[config.mk]
export PLATFORM = sky130hd
export DESIGN_NAME = seq_detect_ctrl_flat
export DESIGN_NICKNAME = d
export VERILOG_FILES = /design/src/rtl/seq_detect_ctrl_if.sv /design/src/rtl/seq_detect_ctrl.sv /design/src/flat_wrapper.sv
export SDC_FILE = /design/constraint.sdc
export NUM_CORES = 1
export LEC_CHECK = 0
export ABC_AREA = 1
export BUFFER_PORTS_ARGS = -buffer_cell sky130_fd_sc_hd__buf_2
export CORE_ASPECT_RATIO = 0.5
export CORE_MARGIN = 8
export CORE_UTILIZATION = 50
export DETAILED_ROUTE_END_ITERATION = 12
export GPL_TIMING_DRIVEN = 0
export PLACE_DENSITY = 0.73
export SLEW_MARGIN = 20
export SYNTH_ARGS = -nofsm -noshare
export SYNTH_HDL_FRONTEND = slang
export SYNTH_SLANG_ARGS = --single-unit
[constraint.sdc]
create_clock -name Clk -period 1.6 [get_ports Clk]
set_clock_uncertainty 0.2 [all_clocks]
set_input_delay 0.16 -clock Clk [delete_from_list [all_inputs] [get_ports Clk]]
set_output_delay 0.16 -clock Clk [all_outputs]
set_load 0.005 [all_outputs]
[src/rtl/seq_detect_ctrl_if.sv]
`timescale 1ns/1ps
// Bus between a word-wide source and the serial pattern detection controller:
// config write, valid/ready word handshake and per-frame result reporting.
interface seq_detect_ctrl_if #(
    parameter int DATA_W = 8,
    parameter int PAT_W  = 4,
    parameter int CNT_W  = 8
);
    logic              Cfg_We;
    logic [PAT_W-1:0]  Cfg_Pattern;
    logic              Cfg_Overlap;
    logic              In_Valid;
    logic [DATA_W-1:0] In_Data;
    logic              In_Last;
    logic              In_Ready;
    logic              Busy;
    logic              Match;
    logic [CNT_W-1:0]  Match_Cnt;
    logic              Cnt_Ovf;
    logic              Done;

    modport master (
        output Cfg_We, Cfg_Pattern, Cfg_Overlap, In_Valid, In_Data, In_Last,
        input  In_Ready, Busy, Match, Match_Cnt, Cnt_Ovf, Done
    );

    modport slave (
        input  Cfg_We, Cfg_Pattern, Cfg_Overlap, In_Valid, In_Data, In_Last,
        output In_Ready, Busy, Match, Match_Cnt, Cnt_Ovf, Done
    );
endinterface

[src/rtl/seq_detect_ctrl.sv]
`timescale 1ns/1ps
// Frame controller: serialises handshaked words MSB-first into a programmable
// PAT_W-bit matcher, counts matches per frame and flags frame completion.
module seq_detect_ctrl #(
    parameter int DATA_W = 8,
    parameter int PAT_W  = 4,
    parameter int CNT_W  = 8
) (
    input  logic             Clk,
    input  logic             Reset,
    seq_detect_ctrl_if.slave bus
);
    localparam int BIDX_W = $clog2(DATA_W);
    localparam int HC_W   = $clog2(PAT_W + 1);
    // Default pattern 0111, keeping its leading bits when PAT_W < 4
    localparam logic [PAT_W-1:0] RST_PAT = PAT_W'(32'd7 >> ((PAT_W >= 4) ? 0 : (4 - PAT_W)));
    localparam logic [CNT_W-1:0] CNT_MAX = '1;

    typedef enum logic [1:0] {IDLE, SHIFT, WAIT, DONE} state_t;

    state_t             r_state;
    state_t             w_state_next;
    logic [DATA_W-1:0]  r_sr;
    logic               r_last;
    logic [BIDX_W-1:0]  r_bit_idx;
    logic [PAT_W-2:0]   r_hist;
    logic [HC_W-1:0]    r_hist_cnt;
    logic [PAT_W-1:0]   r_pattern;
    logic               r_overlap;
    logic               r_match;
    logic [CNT_W-1:0]   r_cnt;
    logic               r_ovf;

    logic               w_ready;
    logic               w_accept;
    logic               w_bit;
    logic               w_final;
    logic               w_hit;
    logic [PAT_W-1:0]   w_window;

    assign w_bit    = r_sr[DATA_W-1];
    assign w_window = {r_hist, w_bit};
    assign w_final  = (r_bit_idx == BIDX_W'(DATA_W - 1));
    assign w_accept = bus.In_Valid & w_ready;
    // Match needs PAT_W bits of valid history including the bit being consumed now
    assign w_hit    = (r_state == SHIFT) && (w_window == r_pattern) &&
                      (r_hist_cnt >= HC_W'(PAT_W - 1));

    always_comb begin
        w_state_next = r_state;
        w_ready      = 1'b0;
        case (r_state)
            IDLE: begin
                w_ready = 1'b1;
                if (bus.In_Valid) w_state_next = SHIFT;
            end
            SHIFT: begin
                w_ready = w_final & ~r_last;
                if (w_final) begin
                    if (r_last)            w_state_next = DONE;
                    else if (bus.In_Valid) w_state_next = SHIFT;
                    else                   w_state_next = WAIT;
                end
            end
            WAIT: begin
                w_ready = 1'b1;
                if (bus.In_Valid) w_state_next = SHIFT;
            end
            DONE:    w_state_next = IDLE;
            default: w_state_next = IDLE;
        endcase
    end

    always_ff @(posedge Clk or posedge Reset) begin
        if (Reset) begin
            r_state    <= IDLE;
            r_sr       <= '0;
            r_last     <= 1'b0;
            r_bit_idx  <= '0;
            r_hist     <= '0;
            r_hist_cnt <= '0;
            r_pattern  <= RST_PAT;
            r_overlap  <= 1'b1;
            r_match    <= 1'b0;
            r_cnt      <= '0;
            r_ovf      <= 1'b0;
        end else begin
            r_state <= w_state_next;
            r_match <= w_hit;

            if (r_state == IDLE && bus.Cfg_We) begin
                r_pattern <= bus.Cfg_Pattern;
                r_overlap <= bus.Cfg_Overlap;
            end

            if (w_accept) begin
                r_sr      <= bus.In_Data;
                r_last    <= bus.In_Last;
                r_bit_idx <= '0;
            end else if (r_state == SHIFT) begin
                r_sr      <= {r_sr[DATA_W-2:0], 1'b0};
                r_bit_idx <= r_bit_idx + 1'b1;
            end

            // History survives WAIT and word reloads; only a new frame clears it
            if (w_accept && r_state == IDLE) begin
                r_hist     <= '0;
                r_hist_cnt <= '0;
                r_cnt      <= '0;
                r_ovf      <= 1'b0;
            end else if (r_state == SHIFT) begin
                r_hist <= w_window[PAT_W-2:0];
                if (w_hit && !r_overlap)
                    r_hist_cnt <= '0;
                else if (r_hist_cnt != HC_W'(PAT_W))
                    r_hist_cnt <= r_hist_cnt + 1'b1;
                if (w_hit) begin
                    if (r_cnt == CNT_MAX) r_ovf <= 1'b1;
                    else                  r_cnt <= r_cnt + 1'b1;
                end
            end
        end
    end

    assign bus.In_Ready  = w_ready;
    assign bus.Busy      = (r_state != IDLE);
    assign bus.Match     = r_match;
    assign bus.Match_Cnt = r_cnt;
    assign bus.Cnt_Ovf   = r_ovf;
    assign bus.Done      = (r_state == DONE);
endmodule
[src/flat_wrapper.sv]
// flat-port wrapper written by rule: the top's interface ports become plain ports
module seq_detect_ctrl_flat 
#(
    parameter int DATA_W = 8,
    parameter int PAT_W  = 4,
    parameter int CNT_W  = 8
)
  (Clk, Reset, bus_Cfg_We, bus_Cfg_Pattern, bus_Cfg_Overlap, bus_In_Valid, bus_In_Data, bus_In_Last, bus_In_Ready, bus_Busy, bus_Match, bus_Match_Cnt, bus_Cnt_Ovf, bus_Done);
  seq_detect_ctrl_if #(.DATA_W(DATA_W), .PAT_W(PAT_W), .CNT_W(CNT_W)) bus_i ();
  input  logic Clk;
  input  logic Reset;
  input wire logic [$bits(bus_i.Cfg_We)-1:0] bus_Cfg_We;
  input wire logic [$bits(bus_i.Cfg_Pattern)-1:0] bus_Cfg_Pattern;
  input wire logic [$bits(bus_i.Cfg_Overlap)-1:0] bus_Cfg_Overlap;
  input wire logic [$bits(bus_i.In_Valid)-1:0] bus_In_Valid;
  input wire logic [$bits(bus_i.In_Data)-1:0] bus_In_Data;
  input wire logic [$bits(bus_i.In_Last)-1:0] bus_In_Last;
  output wire logic [$bits(bus_i.In_Ready)-1:0] bus_In_Ready;
  output wire logic [$bits(bus_i.Busy)-1:0] bus_Busy;
  output wire logic [$bits(bus_i.Match)-1:0] bus_Match;
  output wire logic [$bits(bus_i.Match_Cnt)-1:0] bus_Match_Cnt;
  output wire logic [$bits(bus_i.Cnt_Ovf)-1:0] bus_Cnt_Ovf;
  output wire logic [$bits(bus_i.Done)-1:0] bus_Done;
  assign bus_i.Cfg_We = bus_Cfg_We;
  assign bus_i.Cfg_Pattern = bus_Cfg_Pattern;
  assign bus_i.Cfg_Overlap = bus_Cfg_Overlap;
  assign bus_i.In_Valid = bus_In_Valid;
  assign bus_i.In_Data = bus_In_Data;
  assign bus_i.In_Last = bus_In_Last;
  assign bus_In_Ready = bus_i.In_Ready;
  assign bus_Busy = bus_i.Busy;
  assign bus_Match = bus_i.Match;
  assign bus_Match_Cnt = bus_i.Match_Cnt;
  assign bus_Cnt_Ovf = bus_i.Cnt_Ovf;
  assign bus_Done = bus_i.Done;
  seq_detect_ctrl #(.DATA_W(DATA_W), .PAT_W(PAT_W), .CNT_W(CNT_W)) u_core (.Clk(Clk), .Reset(Reset), .bus(bus_i));
endmodule
==> metrics.txt, run 1 <==
weighted congestion at the end of routability-driven global placement 0.741; post-synthesis net count 246; horizontal die dimension 102 µm; DP Area 2100 µm²; count of inserted antenna diode cells 0; number of flip-flops and latches in the synthesized netlist 35; Pre-Repair DR Iteration Count 4; number of global-route vias before repair 1763; smallest setup slack after layout -0.225 ns; Yosys top cell area share 41.8%; library cells used by synthesis 32; # IOs 31; number of buffers created by CTS 5; synthesized area per cell 8.36 µm²; Die Height 59.1 µm; Max Root-Sink Buffers 2; CTS tree yes; cell at the root of the clock tree clkbuf_8; GRT Overall Usage 16.8%; total grt overflow 0; worst path cell trace ha_2 > ha_4 > inv_2 > o31ai_4 > buf_6 > nand2_4 > buf_6 > o21ai_2 > a22oi_1; Critical Path Source Type flip-flop; type of the worst setup path flip-flop to flip-flop; portion of the post-synthesis area used by sequential elements 47.5%; fraction of final layout cells with drive strength greater than 1 43.4%; violations in the final reports negative setup slack; vias 1790; initial core utilization 53.2%; Highest Clock Rate 548 MHz; number of levels in the clock H-tree 2; slew at the pin closest to its max-slew limit 0.715 ns; count of buffers from port buffering 30; class of the tightest hold or removal check input port to flip-flop; ys flop type dfrtp_1; setup-violating endpoint count in the final report 26; antenna violations before repair 0; detailed placement HPWL 2910 µm; area of the die 6030 µm²; reported leakage power 1.39 nW; Clock transition at path regs 0.07 ns; Non-Filler Cell Area, Final 2720 µm²; worst slack after detailed placement -0.370 ns; routed vias/inst 5.17; layout overhead on the synthesized area 46.5%; Cell Rows 15; maximum ir drop on the vdd rail 0.838 mV; post-synthesis cell type with the largest combined area dfrtp_1; total power 5.22 mW; insertion delay to the later sink of the worst-skew pair 0.29 ns; Std-Cell Core Area 3490 µm²; run status finished with violations; most frequent cells in the layout nand2_1 (36), buf_2 (32), dfrtp_1 (29), nor2_1 (21), inv_1 (20); Crit Path Max Fanout 5; fraction of synthesis flops using an asynchronous set or reset pin 100%; initial drt markers 67; Synth Cell Area 1860 µm²; Final TNS setup -3.95 ns; number of enable flip-flop cells after synthesis 0; number of max-slew violations in the final report 0; capturing element type of the critical path flip-flop; average detailed-routed wire length per instance 14.5 µm; Final Hold Violating Endpoints 0; Final #Nets 318; most frequent standard cell in the layout excluding fill and tap cells nand2_1; Critical Path Max Stage Delay 0.37 ns; final critical-path share of the clock period 114%; ranking of synthesized cells by area dfrtp_1 (42%), nand2_1 (9.7%), dfstp_2 (5.7%); largest net degree at the start of global routing 36; count of max-cap constraint violations 0; number of antenna-violating nets in the routed design 0; standard cell with the maximum stage delay on the critical path dfrtp_1; shortest clock period the worst path allows after layout 1.83 ns; TritonCTS Sinks 35; Crit path top cell by count buf_6; data arrival time of the critical path 1.78 ns; routed wire length 5020 µm; count of unresolved DRC violations after routing 0; data required time at the worst endpoint 1.55 ns; post-route worst hold slack 0.0792 ns; Post-Synthesis Cells 222; number of warnings printed during yosys synthesis 0; count of fill cells added during filler insertion 240; RSZ-0062 raised after global routing true; global-route wire length before repair 7850 µm; pwr dens 1920 nW/µm²; worst slew margin relative to its limit 52.3%
routing by layer:
metal | track usage [%] | vias to the layer above | share of wire, %
met2 | 28.8 | 43 | 52
met3 | 4.80 | 8 | 4.5
met5 | 0 | - | 0
li1 | - | 865 | -
met4 | 7.44 | 0 | 1.3
met1 | 19.3 | 874 | 42
metrics by stage:
step | util, % | instances
detailed placement | 60.1 | 303
global route | 77.9 | 346
CTS | 74.4 | 343
finish | 77.9 | 346
global placement | 60.1 | 303
floorplan | - | 222
power breakdown:
| part | total [mW] | switching (mW) | internal, mW |
|---|---|---|---|
| clock | 0.779 | 0.313 | 0.466 |
| sequential | 1.66 | 0.334 | 1.32 |
| combinational | 2.79 | 1.56 | 1.23 |
| total | 5.22 | 2.21 | 3.01 |
repair_timing:
action,CTS,global route
gates cloned,2,0
setup buffers,15,4
setup endpoints to repair,29,28
endpoints found under the hold margin,46,0
pin swaps,22,29
hold buffers,16,0
resized for setup,40,23
cells in the mapped netlist (2+ instances only):
master / count
nand2_1: 48
dfrtp_1: 31
nor2_1: 26
inv_1: 25
nand3_1: 20
o21ai_0: 14
a21oi_1: 12
ha_1: 6
dfstp_2: 4
inv_2: 3
nand4_1: 3
o22ai_1: 3
buf_2: 2
buf_6: 2
mux2_2: 2
nand2_4: 2
nor2_2: 2
nor2_4: 2
nor3b_1: 2
cell type report:
class                      instances  area (µm²)  area share, %
sequential                        35         883           32.5
clock buffer                       7        76.3           2.81
buffer                             5        37.5           1.38
timing repair buffer              64         469           17.3
clock inverter                     1        30.0           1.10
tap                               51        63.8           2.35
multi-input combinational        154        1040           38.4
inverter                          29         114           4.19
cells by family (layout without fill, tap and decap cells):
group / Yosys count / in the layout / share of synthesized area (%)
AO/OA/AOI/OAI: 35 / 35 / 11.3
adder cells (fa/ha/maj): 6 / 6 / 4.05
flip-flops: 35 / 35 / 47.5
AND/OR/NAND/NOR: 108 / 109 / 27.2
buffers and inverters: 34 / 106 / 7.89
multiplexers: 2 / 2 / 1.21
XOR/XNOR: 2 / 2 / 0.944
worst max-delay path, delay by kind of cell (launching register included):
kind                     cells  cell delay, ns
AO/OA/AOI/OAI                3            0.39
flip-flops                   1            0.37
AND/OR/NAND/NOR              1            0.06
buffers and inverters        3            0.34
adder cells (fa/ha/maj)      2            0.33
registers in the layout (all words and copies together) (netlist names):
| name | cells |
|---|---|
| u_core.r_hist | 3 |
| u_core.bus.Match | 1 |
| u_core.r_overlap | 1 |
| u_core.r_state | 2 |
| u_core.bus.Cnt_Ovf | 1 |
| u_core.r_pattern | 4 |
| u_core.r_hist_cnt | 3 |
| u_core.r_sr | 8 |
| u_core.r_last | 1 |
| u_core.bus.Match_Cnt | 8 |
| u_core.r_bit_idx | 3 |
path summary, 6_finish.rpt:
| kind | start | end | slack, ns | depth (start not counted) |
|---|---|---|---|---|
| max in group asynchronous | Reset | u_core.r_state[1] | 0.36 | 3 |
| hold reg to reg | u_core.r_overlap | u_core.r_overlap | 0.29 | 2 |
| setup reg to reg | u_core.r_bit_idx[0] | u_core.r_sr[6] | -0.23 | 9 |
| min in group asynchronous | Reset | u_core.r_bit_idx[1] | 0.35 | 3 |
| setup / recovery | u_core.r_bit_idx[0] | u_core.r_sr[6] | -0.23 | 9 |
| hold / removal | bus_In_Valid | u_core.r_state[1] | 0.08 | 4 |
(Power assumes the default switching activity.)
==> inputs of run 2 (changes only) <==
BUFFER_PORTS_ARGS = -buffer_cell sky130_fd_sc_hd__buf_4   (was -buffer_cell sky130_fd_sc_hd__buf_2)
==> metrics.txt, run 2 (synthesis results as in run 1) <==
insertion delay to the later sink of the worst-skew pair 0.29 ns; cell at the root of the clock tree clkbuf_8; count of buffers from port buffering 30; shortest clock period the worst path allows after layout 1.85 ns; antenna violations before repair 0; violations in the final reports negative setup slack; most frequent cells in the layout buf_4 (44), nand2_1 (36), dfrtp_1 (29), nor2_1 (23), inv_1 (21); TritonCTS Sinks 35; average detailed-routed wire length per instance 14.0 µm; fraction of final layout cells with drive strength greater than 1 42.2%; Routed met2 length 2440 µm; worst slack after detailed placement -0.331 ns; Final Hold Violating Endpoints 0; Clock transition at path regs 0.08 ns; count of unresolved DRC violations after routing 0; Die Height 59.1 µm; Std-Cell Core Area 3490 µm²; Critical Path Source Type flip-flop; horizontal die dimension 102 µm; highest metal layer with signal wires met4; vias 1787; # IOs 31; number of global-route vias before repair 1840; weighted congestion at the end of routability-driven global placement 0.752; data required time at the worst endpoint 1.56 ns; most frequent standard cell in the layout excluding fill and tap cells buf_4; slew at the pin closest to its max-slew limit 0.751 ns; routed vias/inst 5.15; number of buffers created by CTS 5; run status finished with violations; Cell Rows 15; global-route wire length before repair 8240 µm; count of max-cap constraint violations 0; DP Area 2170 µm²; total power 5.30 mW; smallest setup slack after layout -0.245 ns; area of the die 6030 µm²; CTS tree yes; data arrival time of the critical path 1.80 ns; met1 wire length 2050 µm; type of the worst setup path flip-flop to flip-flop; layout overhead on the synthesized area 49.6%; final critical-path share of the clock period 115%; largest net degree at the start of global routing 36; RSZ-0062 raised after global routing true; detailed placement HPWL 2970 µm; class of the tightest hold or removal check input port to flip-flop; routed wire length 4840 µm; Max Root-Sink Buffers 2; count of fill cells added during filler insertion 225; capturing element type of the critical path flip-flop; initial core utilization 53.2%; worst slew margin relative to its limit 49.9%; pwr dens 1910 nW/µm²; Non-Filler Cell Area, Final 2780 µm²; total grt overflow 0; Pre-Repair DR Iteration Count 5; maximum ir drop on the vdd rail 0.948 mV; minimum setup slack among reg-to-reg paths -0.25 ns; Crit Path Max Fanout 5; reported leakage power 1.40 nW; GRT Overall Usage 17.3%; number of antenna-violating nets in the routed design 0; count of inserted antenna diode cells 0; Highest Clock Rate 542 MHz; number of levels in the clock H-tree 2; setup-violating endpoint count in the final report 25; initial drt markers 77; Final #Nets 319; sum of met3 wire segment lengths after detailed routing 275 µm; number of max-slew violations in the final report 0
-- run 2: final timing paths --
kind | start | endpoint | depth (start not counted)
worst min-delay path | bus_In_Valid | u_core.r_state[1] | 4
worst max register to register | u_core.r_bit_idx[0] | u_core.r_sr[6] | 9
worst min register to register | u_core.r_pattern[1] | u_core.r_pattern[1] | 2
max in group asynchronous | Reset | u_core.r_state[1] | 3
worst max-delay path | u_core.r_bit_idx[0] | u_core.r_sr[6] | 9
min in group asynchronous | Reset | u_core.bus.Cnt_Ovf | 3
-- run 2: metal layers --
layer,up-vias,track usage [%]
met5,-,0
met4,0,4.96
met3,13,5.04
met2,53,30.9
met1,850,19.7
li1,871,-
-- run 2: layout make-up --
class | instances | area [µm²] | share of cell area (%)
buffer | 5 | 37.5 | 1.35
clock buffer | 6 | 82.6 | 2.97
clock inverter | 2 | 35.0 | 1.26
inverter | 29 | 114 | 4.10
multi-input combinational | 154 | 1010 | 36.5
sequential | 35 | 883 | 31.8
tap | 51 | 63.8 | 2.30
timing repair buffer | 65 | 547 | 19.7
-- run 2: worst max-delay path: stages (launching register included) --
cell and delay [ns]:
dfrtp_1 0.38, ha_2 0.20, ha_4 0.13, inv_2 0.04, o31ai_4 0.25, buf_6 0.16, nand2_4 0.06, buf_6 0.14
o21ai_2 0.07, a22oi_2 0.08
-- run 2: repair_timing --
action,in CTS,in global routing
buffers inserted,15,4
cloned,2,0
hold buffers,16,0
endpoints found under the hold margin,46,0
gates resized for setup,41,16
endpoints found under the setup margin,29,28
pin swaps,24,15
-- run 2: report_power, final --
part           internal [mW]  switching [mW]
registers               1.32           0.308
logic                   1.29            1.54
clock network          0.504           0.333
-- run 2: metrics by stage --
stage | hold WS, ns | util, % | setup TNS (ns) | cells
floorplan | 0.0901 | - | -1.94 | 222
global placement | 0.194 | 62.3 | -7.33 | 303
detailed placement | 0.141 | 62.3 | -6.29 | 303
CTS | 0.0683 | 77.2 | -4.56 | 344
global route | 0.115 | 79.5 | -6.38 | 347
finish | 0.0974 | 79.5 | -4.35 | 347
==> inputs of run 3 (changes only) <==
TNS_END_PERCENT = 5   (was default)
==> metrics.txt, run 3 (synthesis results as in run 1) <==
run status finished with violations; violations in the final reports negative setup slack; Cell Rows 15; worst path cell trace ha_2 > nand2_2 > inv_2 > nand2_4 > nor2_4 > nand4_1 > buf_4 > nand2_8 > buf_6 > nand3_1 > nand2_1; Critical Path Source Type flip-flop; capturing element type of the critical path flip-flop; Non-Filler Cell Area, Final 2700 µm²; Final #Nets 318; Final TNS setup -4.16 ns; logic depth of the worst setup path including buffers 11; vias 1813; number of global-route vias before repair 1681; shortest clock period the worst path allows after layout 1.90 ns; area of the die 6030 µm²; CP delay by family, top simple AND/OR/NAND/NOR gates; initial core utilization 53.2%; smallest setup slack after layout -0.300 ns; RSZ-0062 raised after global routing true; routed wire length 4850 µm; number of levels in the clock H-tree 2; data arrival time of the critical path 1.93 ns; class of the tightest hold or removal check input port to flip-flop; total grt overflow 0; post-route worst hold slack 0.0134 ns; total power 5.12 mW; TritonCTS Sinks 35; maximum ir drop on the vdd rail 0.909 mV; Max Root-Sink Buffers 2; number of buffers created by CTS 5; reported leakage power 1.37 nW; detailed placement HPWL 2860 µm; number of max-slew violations in the final report 0; DP Area 2140 µm²; number of cells in the design after placement 303; Std-Cell Core Area 3490 µm²; count of fill cells added during filler insertion 250; worst slew margin relative to its limit 50.8%; setup-violating endpoint count in the final report 25; Worst Hold Depth 4; Critical Path Max Stage Delay 0.41 ns; Util after Layout 77.3%; largest net degree at the start of global routing 36; slew at the pin closest to its max-slew limit 0.737 ns; insertion delay to the later sink of the worst-skew pair 0.29 ns; type of the worst setup path flip-flop to flip-flop; # IOs 31; average detailed-routed wire length per instance 14.0 µm; most frequent cells in the layout buf_4 (47), nand2_1 (41), dfrtp_1 (28), nor2_1 (25), inv_1 (21); Clock transition at path regs 0.07 ns; Highest Clock Rate 526 MHz; horizontal die dimension 102 µm; count of max-cap constraint violations 0; Final Hold Violating Endpoints 0; number of cells on the worst reg-to-reg path 11; count of buffers from port buffering 30; count of inserted antenna diode cells 0; global-route wire length before repair 7200 µm; pwr dens 1900 nW/µm²; routed vias/inst 5.24; Die Height 59.1 µm; antenna violations before repair 0; non-filler instance count after layout 346; worst slack after detailed placement -0.426 ns; layout overhead on the synthesized area 45.5%; weighted congestion at the end of routability-driven global placement 0.800; CTS tree yes; Pre-Repair DR Iteration Count 4; cell at the root of the clock tree clkbuf_8; final critical-path share of the clock period 119%; count of unresolved DRC violations after routing 0; data required time at the worst endpoint 1.63 ns; initial drt markers 76; Crit Path Max Fanout 5; GRT Overall Usage 14.9%; number of antenna-violating nets in the routed design 0; most frequent standard cell in the layout excluding fill and tap cells buf_4; standard cell with the maximum stage delay on the critical path dfrtp_1; critical path buffer and inverter count 3; fraction of final layout cells with drive strength greater than 1 37.3%
run 3: cell types whose count changed in the layout (fill, tap and decap cells not counted), sizes merged:
cell         change
clkinv           -1
inv              +1
dlygate4sd3      -1
run 3: final timing paths:
check / from / endpoint / slack [ns]
max in group asynchronous: Reset / u_core.r_state[1] / 0.33
min in group asynchronous: Reset / u_core.bus.Match_Cnt[0] / 0.36
worst max register to register: u_core.bus.Match_Cnt[1] / u_core.bus.Match_Cnt[2] / -0.30
worst max-delay path: u_core.bus.Match_Cnt[1] / u_core.bus.Match_Cnt[2] / -0.30
worst min-delay path: bus_In_Valid / u_core.r_state[1] / 0.01
worst min register to register: u_core.r_pattern[1] / u_core.r_pattern[1] / 0.29
run 3: what timing repair did:
| action | 4_1_cts | 5_1_grt |
|---|---|---|
| pin swaps | 8 | 19 |
| endpoints found under the setup margin | 29 | 30 |
| cloned | 0 | 1 |
| gates resized for setup | 19 | 26 |
| buffers inserted | 7 | 12 |
| hold buffers | 15 | 0 |
| endpoints found under the hold margin | 45 | 0 |
run 3: layout make-up:
cell class / instances / area (µm²) / area share [%]
Timing Repair Buffer: 64 / 526 / 19.5
Clock buffer: 6 / 82.6 / 3.06
Sequential cell: 35 / 885 / 32.8
Inverter: 29 / 111 / 4.12
Multi-Input combinational cell: 154 / 960 / 35.5
Tap cell: 51 / 63.8 / 2.36
Clock inverter: 2 / 35.0 / 1.30
Buffer: 5 / 37.5 / 1.39
run 3: worst reg2reg max path: cells and delay by family, from the launching register on:
family / cells / cell delay (ns)
buffers and inverters: 3 / 0.39
and+or+nand+nor: 7 / 0.62
DFF: 1 / 0.41
adders and majority gates: 1 / 0.22
run 3: where the power goes:
group          switching (mW)  total [mW]  internal [mW]
Clock                   0.320       0.824          0.504
Sequential              0.336        1.66           1.32
Combinational            1.43        2.64           1.21
Total                    2.08        5.12           3.04
run 3: metal layers:
layer | up-vias | wire length (µm) | global-route usage, %
li1 | 869 | - | -
met1 | 866 | 1980 | 17.4
met2 | 62 | 2450 | 25.6
met3 | 16 | 303 | 4.68
met4 | 0 | 114 | 4.96
met5 | - | 0 | 0
